===== config.mk =====
export PLATFORM = sky130hd
export DESIGN_NAME = multicycle_controlunit
export DESIGN_NICKNAME = d
export VERILOG_FILES = /design/src/rtl/multicycle_controlunit.sv
export SDC_FILE = /design/constraint.sdc
export NUM_CORES = 1
export LEC_CHECK = 0
export CORE_MARGIN = 2
export CORE_UTILIZATION = 38
export DETAILED_ROUTE_END_ITERATION = 16
export PLACE_DENSITY_LB_ADDON = 0.08
export SLEW_MARGIN = 25
export SYNTH_ARGS = -nofsm -noshare
export SYNTH_HDL_FRONTEND = slang
export SYNTH_SLANG_ARGS = --single-unit

===== constraint.sdc =====
create_clock -name clk -period 3.41 [get_ports clk]
set_input_delay 0.682 -clock clk [delete_from_list [all_inputs] [get_ports clk]]
set_output_delay 0.682 -clock clk [all_outputs]
set_load 0.005 [all_outputs]

===== src/rtl/multicycle_controlunit.sv =====
// multicycle_controlunit
//
// Control unit for the multicycle UWARM processor (Harris & Harris ARM
// datapath). A Moore state machine sequences one shared memory port and one
// ALU through fetch, decode, address generation, execute, write-back and
// branch-target computation. It also keeps the stored NZCV flags used for
// conditional execution.
//
// Parameters
//   ALUCTRL_W     width of ALUControl (>= 3, upper bits driven 0)
//   MEM_HANDSHAKE 1: MemReady honoured, 0: MemReady treated as always 1
//
// Ports
//   clk, reset        rising-edge clock, asynchronous active-high reset
//   Instr[31:0]       instruction register contents
//   Flags[3:0]        ALU {N,Z,C,V} of the current cycle
//   MemReady          memory completes the access this cycle
//   PCWrite, AdrSrc, MemWrite, IRWrite, ALUSrcA, RegWrite   datapath strobes
//   ResultSrc, ALUSrcB, ImmSrc, RegSrc                      datapath selects
//   ALUControl        ALU operation code
//   State[3:0]        current state encoding (debug)
module multicycle_controlunit #(
  parameter int ALUCTRL_W     = 3,
  parameter bit MEM_HANDSHAKE = 1'b1
) (
  input  logic                 clk,
  input  logic                 reset,
  input  logic [31:0]          Instr,
  input  logic [3:0]           Flags,
  input  logic                 MemReady,
  output logic                 PCWrite,
  output logic                 AdrSrc,
  output logic                 MemWrite,
  output logic                 IRWrite,
  output logic                 ALUSrcA,
  output logic                 RegWrite,
  output logic [1:0]           ResultSrc,
  output logic [1:0]           ALUSrcB,
  output logic [1:0]           ImmSrc,
  output logic [1:0]           RegSrc,
  output logic [ALUCTRL_W-1:0] ALUControl,
  output logic [3:0]           State
);

  typedef enum logic [3:0] {
    S_FETCH    = 4'd0,
    S_DECODE   = 4'd1,
    S_MEMADR   = 4'd2,
    S_MEMREAD  = 4'd3,
    S_MEMWB    = 4'd4,
    S_MEMWRITE = 4'd5,
    S_EXECUTER = 4'd6,
    S_EXECUTEI = 4'd7,
    S_ALUWB    = 4'd8,
    S_BRANCH   = 4'd9
  } state_t;

  // Full ARM condition table; 1111 behaves as AL.
  function automatic logic cond_holds(input logic [3:0] cond, input logic [3:0] nzcv);
    logic n, z, c, v, r;
    n = nzcv[3];
    z = nzcv[2];
    c = nzcv[1];
    v = nzcv[0];
    case (cond)
      4'b0000: r = z;
      4'b0001: r = ~z;
      4'b0010: r = c;
      4'b0011: r = ~c;
      4'b0100: r = n;
      4'b0101: r = ~n;
      4'b0110: r = v;
      4'b0111: r = ~v;
      4'b1000: r = c & ~z;
      4'b1001: r = ~c | z;
      4'b1010: r = (n == v);
      4'b1011: r = (n != v);
      4'b1100: r = ~z & (n == v);
      4'b1101: r = z | (n != v);
      default: r = 1'b1;
    endcase
    return r;
  endfunction

  // ALU opcode for a data-processing cmd; unsupported cmds map to ADD.
  function automatic logic [2:0] cmd_alu_code(input logic [3:0] cmd);
    logic [2:0] code;
    case (cmd)
      4'b0100: code = 3'd0;
      4'b0010: code = 3'd1;
      4'b0000: code = 3'd2;
      4'b1100: code = 3'd3;
      4'b0001: code = 3'd4;
      4'b1101: code = 3'd5;
      4'b1010: code = 3'd1;
      default: code = 3'd0;
    endcase
    return code;
  endfunction

  // True for every cmd the datapath implements (CMP included).
  function automatic logic cmd_supported(input logic [3:0] cmd);
    logic ok;
    case (cmd)
      4'b0100, 4'b0010, 4'b0000, 4'b1100,
      4'b0001, 4'b1101, 4'b1010: ok = 1'b1;
      default:                   ok = 1'b0;
    endcase
    return ok;
  endfunction

  // Arithmetic cmds update all of NZCV; logical ones only N and Z.
  function automatic logic cmd_full_flags(input logic [3:0] cmd);
    logic full;
    case (cmd)
      4'b0100, 4'b0010, 4'b1010: full = 1'b1;
      default:                   full = 1'b0;
    endcase
    return full;
  endfunction

  state_t      state_r;
  state_t      state_nx_s;
  logic [3:0]  nzcv_r;

  logic [3:0]  cond_s;
  logic [1:0]  op_s;
  logic [5:0]  funct_s;
  logic [3:0]  rd_s;
  logic [3:0]  cmd_s;
  logic        s_bit_s;
  logic        cond_ex_s;
  logic        mem_ready_s;
  logic        is_cmp_s;
  logic        cmd_ok_s;
  logic        in_exec_s;
  logic        flag_wr_s;
  logic [2:0]  alu_code_s;
  logic        unused_instr_s;

  assign cond_s    = Instr[31:28];
  assign op_s      = Instr[27:26];
  assign funct_s   = Instr[25:20];
  assign rd_s      = Instr[15:12];
  assign cmd_s     = funct_s[4:1];
  assign s_bit_s   = funct_s[0];

  // Register fields and the immediate are consumed by the datapath, not here.
  assign unused_instr_s = ^{Instr[19:16], Instr[11:0]};

  assign mem_ready_s = MEM_HANDSHAKE ? MemReady : 1'b1;
  assign cond_ex_s   = cond_holds(cond_s, nzcv_r);
  assign is_cmp_s    = (cmd_s == 4'b1010);
  assign cmd_ok_s    = cmd_supported(cmd_s);
  assign alu_code_s  = cmd_alu_code(cmd_s);
  assign in_exec_s   = (state_r == S_EXECUTER) || (state_r == S_EXECUTEI);
  // Execute lasts one cycle, so every edge seen in it is the leaving edge.
  assign flag_wr_s   = in_exec_s && ((s_bit_s && cmd_ok_s) || is_cmp_s);

  assign ImmSrc = op_s;
  assign RegSrc = {(op_s == 2'b01) && !funct_s[0], (op_s == 2'b10)};
  assign State  = state_r;

  // State register.
  always_ff @(posedge clk or posedge reset) begin
    if (reset) begin
      state_r <= S_FETCH;
    end else begin
      state_r <= state_nx_s;
    end
  end

  // Stored NZCV; logical ops keep C and V.
  always_ff @(posedge clk or posedge reset) begin
    if (reset) begin
      nzcv_r <= 4'b0000;
    end else if (flag_wr_s) begin
      if (cmd_full_flags(cmd_s)) begin
        nzcv_r <= Flags;
      end else begin
        nzcv_r <= {Flags[3:2], nzcv_r[1:0]};
      end
    end else begin
      nzcv_r <= nzcv_r;
    end
  end

  // Next-state and Moore outputs (IRWrite/PCWrite in FETCH follow MemReady).
  always_comb begin
    state_nx_s = S_FETCH;
    PCWrite    = 1'b0;
    AdrSrc     = 1'b0;
    MemWrite   = 1'b0;
    IRWrite    = 1'b0;
    ALUSrcA    = 1'b0;
    RegWrite   = 1'b0;
    ResultSrc  = 2'b00;
    ALUSrcB    = 2'b00;
    ALUControl = '0;
    case (state_r)
      S_FETCH: begin
        ALUSrcA   = 1'b1;
        ALUSrcB   = 2'b10;
        ResultSrc = 2'b10;
        IRWrite   = mem_ready_s;
        PCWrite   = mem_ready_s;
        if (mem_ready_s) begin
          state_nx_s = S_DECODE;
        end else begin
          state_nx_s = S_FETCH;
        end
      end
      S_DECODE: begin
        ALUSrcA   = 1'b1;
        ALUSrcB   = 2'b10;
        ResultSrc = 2'b10;
        if (!cond_ex_s) begin
          state_nx_s = S_FETCH;
        end else begin
          case (op_s)
            2'b01: state_nx_s = S_MEMADR;
            2'b00: begin
              if (funct_s[5]) begin
                state_nx_s = S_EXECUTEI;
              end else begin
                state_nx_s = S_EXECUTER;
              end
            end
            2'b10:   state_nx_s = S_BRANCH;
            default: state_nx_s = S_FETCH;
          endcase
        end
      end
      S_MEMADR: begin
        ALUSrcB = 2'b01;
        if (funct_s[0]) begin
          state_nx_s = S_MEMREAD;
        end else begin
          state_nx_s = S_MEMWRITE;
        end
      end
      S_MEMREAD: begin
        AdrSrc = 1'b1;
        if (mem_ready_s) begin
          state_nx_s = S_MEMWB;
        end else begin
          state_nx_s = S_MEMREAD;
        end
      end
      S_MEMWB: begin
        ResultSrc  = 2'b01;
        RegWrite   = 1'b1;
        state_nx_s = S_FETCH;
      end
      S_MEMWRITE: begin
        AdrSrc   = 1'b1;
        MemWrite = 1'b1;
        if (mem_ready_s) begin
          state_nx_s = S_FETCH;
        end else begin
          state_nx_s = S_MEMWRITE;
        end
      end
      S_EXECUTER, S_EXECUTEI: begin
        if (state_r == S_EXECUTEI) begin
          ALUSrcB = 2'b01;
        end else begin
          ALUSrcB = 2'b00;
        end
        ALUControl[2:0] = alu_code_s;
        // CMP and unsupported cmds produce no register result.
        if (is_cmp_s || !cmd_ok_s) begin
          state_nx_s = S_FETCH;
        end else begin
          state_nx_s = S_ALUWB;
        end
      end
      S_ALUWB: begin
        ResultSrc  = 2'b00;
        RegWrite   = 1'b1;
        PCWrite    = (rd_s == 4'd15);
        state_nx_s = S_FETCH;
      end
      S_BRANCH: begin
        ALUSrcB    = 2'b01;
        ResultSrc  = 2'b10;
        PCWrite    = 1'b1;
        state_nx_s = S_FETCH;
      end
      default: begin
        state_nx_s = S_FETCH;
      end
    endcase
  end

endmodule


==> metrics.sh, run 1 <==
DESIGN.CORE.AREA_UM2=2212
INITIALDRTVIOLATIONCOUNT=16
CLOCK_LATENCY_NS=0.25
TIMING.FMAX_MHz=335.8
OVERFLOW=0
POST_CTS.REPAIR.SETUP_BUFFERS=0
CRITPATHREQUIREDTIME_NS=2.73
LEAKAGE_uW=0.0005169
CLOCKROOTBUFFER='clkbuf_4'
STATUS='complete, no violations'
COMBPWRFRAC_PCT=61.9
SEQUENTIAL_GROUP_SHARE_OF_TOTAL_POWER_PCT=27.9
CLOCK_TRANSITION_AT_THE_REGISTERS_OF_THE_REPORTED_PATHS_NS=0.05
GLOBAL_PLACER_S_FINAL_WEIGHTED_CONGESTION=0.7610
SYNTH-WARNING-COUNT=0
GRT_PASS1_WL_UM=3463
LAYOUT.CORE_UTILIZATION_PCT=59.50
CRITPATHMAXSTAGEDELAY_NS=0.58
NETLIST_INSTANCES=111
ANTENNA_LEFT=0
YS_FF_LATCH=8
SYNTH_TOP_AREA_CELL='dfrtp_1'
SKEW_FINAL_NS=0.003973
FINAL_MAX_SLEW_VIOL_COUNT=0
DRT-VIAS-PER-INSTANCE=5.276
LAYOUT_WORST_PATH_CYCLE_SHARE_PCT=87.33
DRT-PASS1-ITER-COUNT=4
YOSYSSEQAREASHARE_PCT=22.50
WORSTSETUPSTARTPOINTTYPE='input pin'
DETAIL_ROUTE.WL_PER_CELL_UM=12.28
SYNTH_ENABLE_FLOP_CELLS=0
SYNTH_TOP_CELL_AREA_SHARE_PCT=22.50
TNS_NS=0
CLKSINKCOUNT=8
CTS-HOLD-FIX-BUFFERS=0
SYN-CELL-AREA_UM2=889.6
SWITCHING_POWER_AS_A_SHARE_OF_TOTAL_POWER_PCT=38.38
CELL_INTERNAL_PWR_uW=431.2
DESIGN.DIE.AREA_UM2=2744
GRT_ANTENNA_BEFORE_REPAIR=0
STD_CELL_ROWS=17
SETUP.WORST_PATH.CLASS='input pin to output pin'
CTS_MAX_PATH_BUFFERS=2
TRACK_USAGE_PCT=16.72
CP_DATA_ARRIVAL_TIME_NS=2.30
MOSTFREQUENTLAYOUTCELL='clkdlybuf4s50_1'
PLACE.DETAILED.INSTANCES=171
POST_SYNTH_NUM_CELL_TYPES=44
FLOORPLAN.DIE.HEIGHT_UM=52.39
DRT_DRC_VIOLATIONS_LEFT=0
POST_SYNTH_MAIN_AREA_CONTRIBUTORS='dfrtp_1, xor2_1, nor2_1, mux2_2, mux2i_1'
WORST_HOLD_CLASS='flop to flop'
INITIAL_CORE_UTIL_PCT=40.21
SYNTH_AREA_PER_CELL_UM2=8.014
ROUTED-VIA-COUNT=918
COUNT_OF_NON_FILLER_CELLS_IN_THE_FINISHED_LAYOUT=174
POWER.CLOCK.FRACTION_PCT=10.2
PLACEMENT.IO_BUFFERS=43
DPL.HPWL_UM=1747
IOS=60
DRIVE_GT1_SHARE_PCT=10.27
TRITONCTS.NUM_BUFFERS=3
SYNTH-MAIN-FF-CELL='dfrtp_1'
WORSTPATHMAXFANOUT=5
P_SWITCHING_uW=268.5
CRIT_PATH_TOP_DELAY_CELL='clkdlybuf4s50_1'
WORST_PATH_MOST_REPEATED_CELL='clkdlybuf4s50_1'
FINALSETUPVIOLCOUNT=0
RSZ0062_AT_GRT='false'
FIRST_GLOBAL_VIAS=787
CRIT_CHAIN='clkdlybuf4s50_1 > a21oi_1 > a2111oi_0 > clkdlybuf4s50_1'
TIMING.FINAL.CRIT_PERIOD_NS=2.978
POSTLAYOUTCELLAREA_UM2=1316
RELSLEWSLACK_PCT=74.08
SYN-NUM-NETS=150
DIE-WIDTH_UM=52.39
ANTENNA_CELLS_INSERTED=0
DESIGN.FINAL.NETS=187
FINALHOLDVIOLCOUNT=0
DRT_WL_TOTAL_UM=2137
POWER.DENSITY_CELL_AREA_nW_PER_UM2=531.6
SYNTH_ASYNC_SR_FLOP_SHARE_PCT=100.0
DPL-INSTANCE-AREA_UM2=1294
COMMONEST_CELLS_AFTER_ROUTING_FILL_AND_TAPS_ASIDE='clkdlybuf4s50_1, nor2_1, dfrtp_1'
MAX-CAP-VIOLATIONS=0
SYNTHTOLAYOUTAREAGROWTH_PCT=47.96
CTSRESIZECOUNT=0
VDD.IR_DROP.WORST_uV=390.8
CRITICAL_PATH.ENDPOINT_TYPE='output pin'
TRITONCTS='built'
CTS.HTREE.LEVELS=1
GRT_START_MAX_NET_PINS=13
FIN_TOTAL_PWR_uW=699.7
TIGHTEST_SLEW_NS=0.3887
FILLCELLCOUNT=216
per-layer routing:
metal	global-route usage [%]	vias up	share of wire, %	routed length [um]
met3	5.143	2	6.1	131
li1	-	473	-	-
met2	26.88	26	46	992
met4	3.846	0	0.37	8
met1	21.79	417	47	1005
met5	0	-	0	0
through the flow:
step / hold WS, ns / worst slack [ns]
CTS: 0.5517 / 0.4202
floorplan: 0.4965 / 1.459
finish: 0.5433 / 0.4319
global placement: 0.5291 / 0.4563
detailed placement: 0.5393 / 0.4240
global route: 0.5799 / 0.3334
worst max-delay path: cells and delay by family:
| family | cells | cell delay, ns |
|---|---|---|
| buf+inv | 2 | 1.15 |
| compound gates | 2 | 0.46 |
path summary, 6_finish.rpt:
kind                                 from         to  slack, ns  cells after the start
max in group asynchronous           reset   State[0]       2.51                      2
worst max register to register   State[2]  nzcv_r[1]       1.61                      4
worst min register to register  nzcv_r[1]  nzcv_r[1]       0.54                      1
min in group asynchronous           reset  nzcv_r[3]       0.67                      2
worst max-delay path             MemReady    PCWrite       0.43                      4
worst min-delay path            nzcv_r[1]  nzcv_r[1]       0.54                      1
cells by family (layout without fill, tap and decap cells):
family,count (synthesis),in the layout,share of synthesized area [%]
AO/OA/AOI/OAI,26,26,24.19
AND/OR/NAND/NOR,45,45,28.41
multiplexers,6,6,7.173
flip-flops,8,8,22.50
buffers and inverters,18,53,9.845
XOR/XNOR,8,8,7.877
power groups by stage:
stage	Combinational [uW]	Clock (uW)	Sequential (uW)
floorplan	285	0	157
CTS	437	76.0	195
global placement	424	0	197
finish	433	71.1	195
detailed placement	436	0	198
global route	476	81.6	203
synth_stat cells, drive strengths merged, types with 4 or more instances:
library cell  instances
o21ai                 6
clkbuf                4
nand2                 6
buf                   7
and3                  4
inv                   7
dfrtp                 8
nor3                  4
nor2                 11
xor2                  5
registers in the layout, summed over array words and instances (netlist names):
signal	cells
State	4
nzcv_r	4
layout make-up:
cell class	instances	area [um^2]	share of cell area, %
timing repair buffer	43	430.4	32.70
multi-input combinational	85	601.8	45.72
sequential	8	200.2	15.21
clock buffer	3	22.52	1.711
tap	28	35.03	2.662
inverter	7	26.28	1.996
No activity file was read; power rests on OpenSTA's default activity.
==> run 2: changes to the inputs <==
--- a/config.mk
+++ b/config.mk
@@ -5,6 +5,7 @@
 export SDC_FILE = /design/constraint.sdc
 export NUM_CORES = 1
 export LEC_CHECK = 0
+export CAP_MARGIN = 20
 export CORE_MARGIN = 2
 export CORE_UTILIZATION = 38
 export DETAILED_ROUTE_END_ITERATION = 16
==> results of run 2 <==
Same layout as run 1: the final DEF is identical, and so are final timing and power.
==> run 3: changes to the inputs <==
--- a/config.mk
+++ b/config.mk
@@ -5,6 +5,7 @@
 export SDC_FILE = /design/constraint.sdc
 export NUM_CORES = 1
 export LEC_CHECK = 0
+export ABC_CLOCK_PERIOD_IN_PS = 3410
 export CAP_MARGIN = 20
 export CORE_MARGIN = 2
 export CORE_UTILIZATION = 38
==> results of run 3 <==
Same layout as run 1: the final DEF is identical, and so are final timing and power.
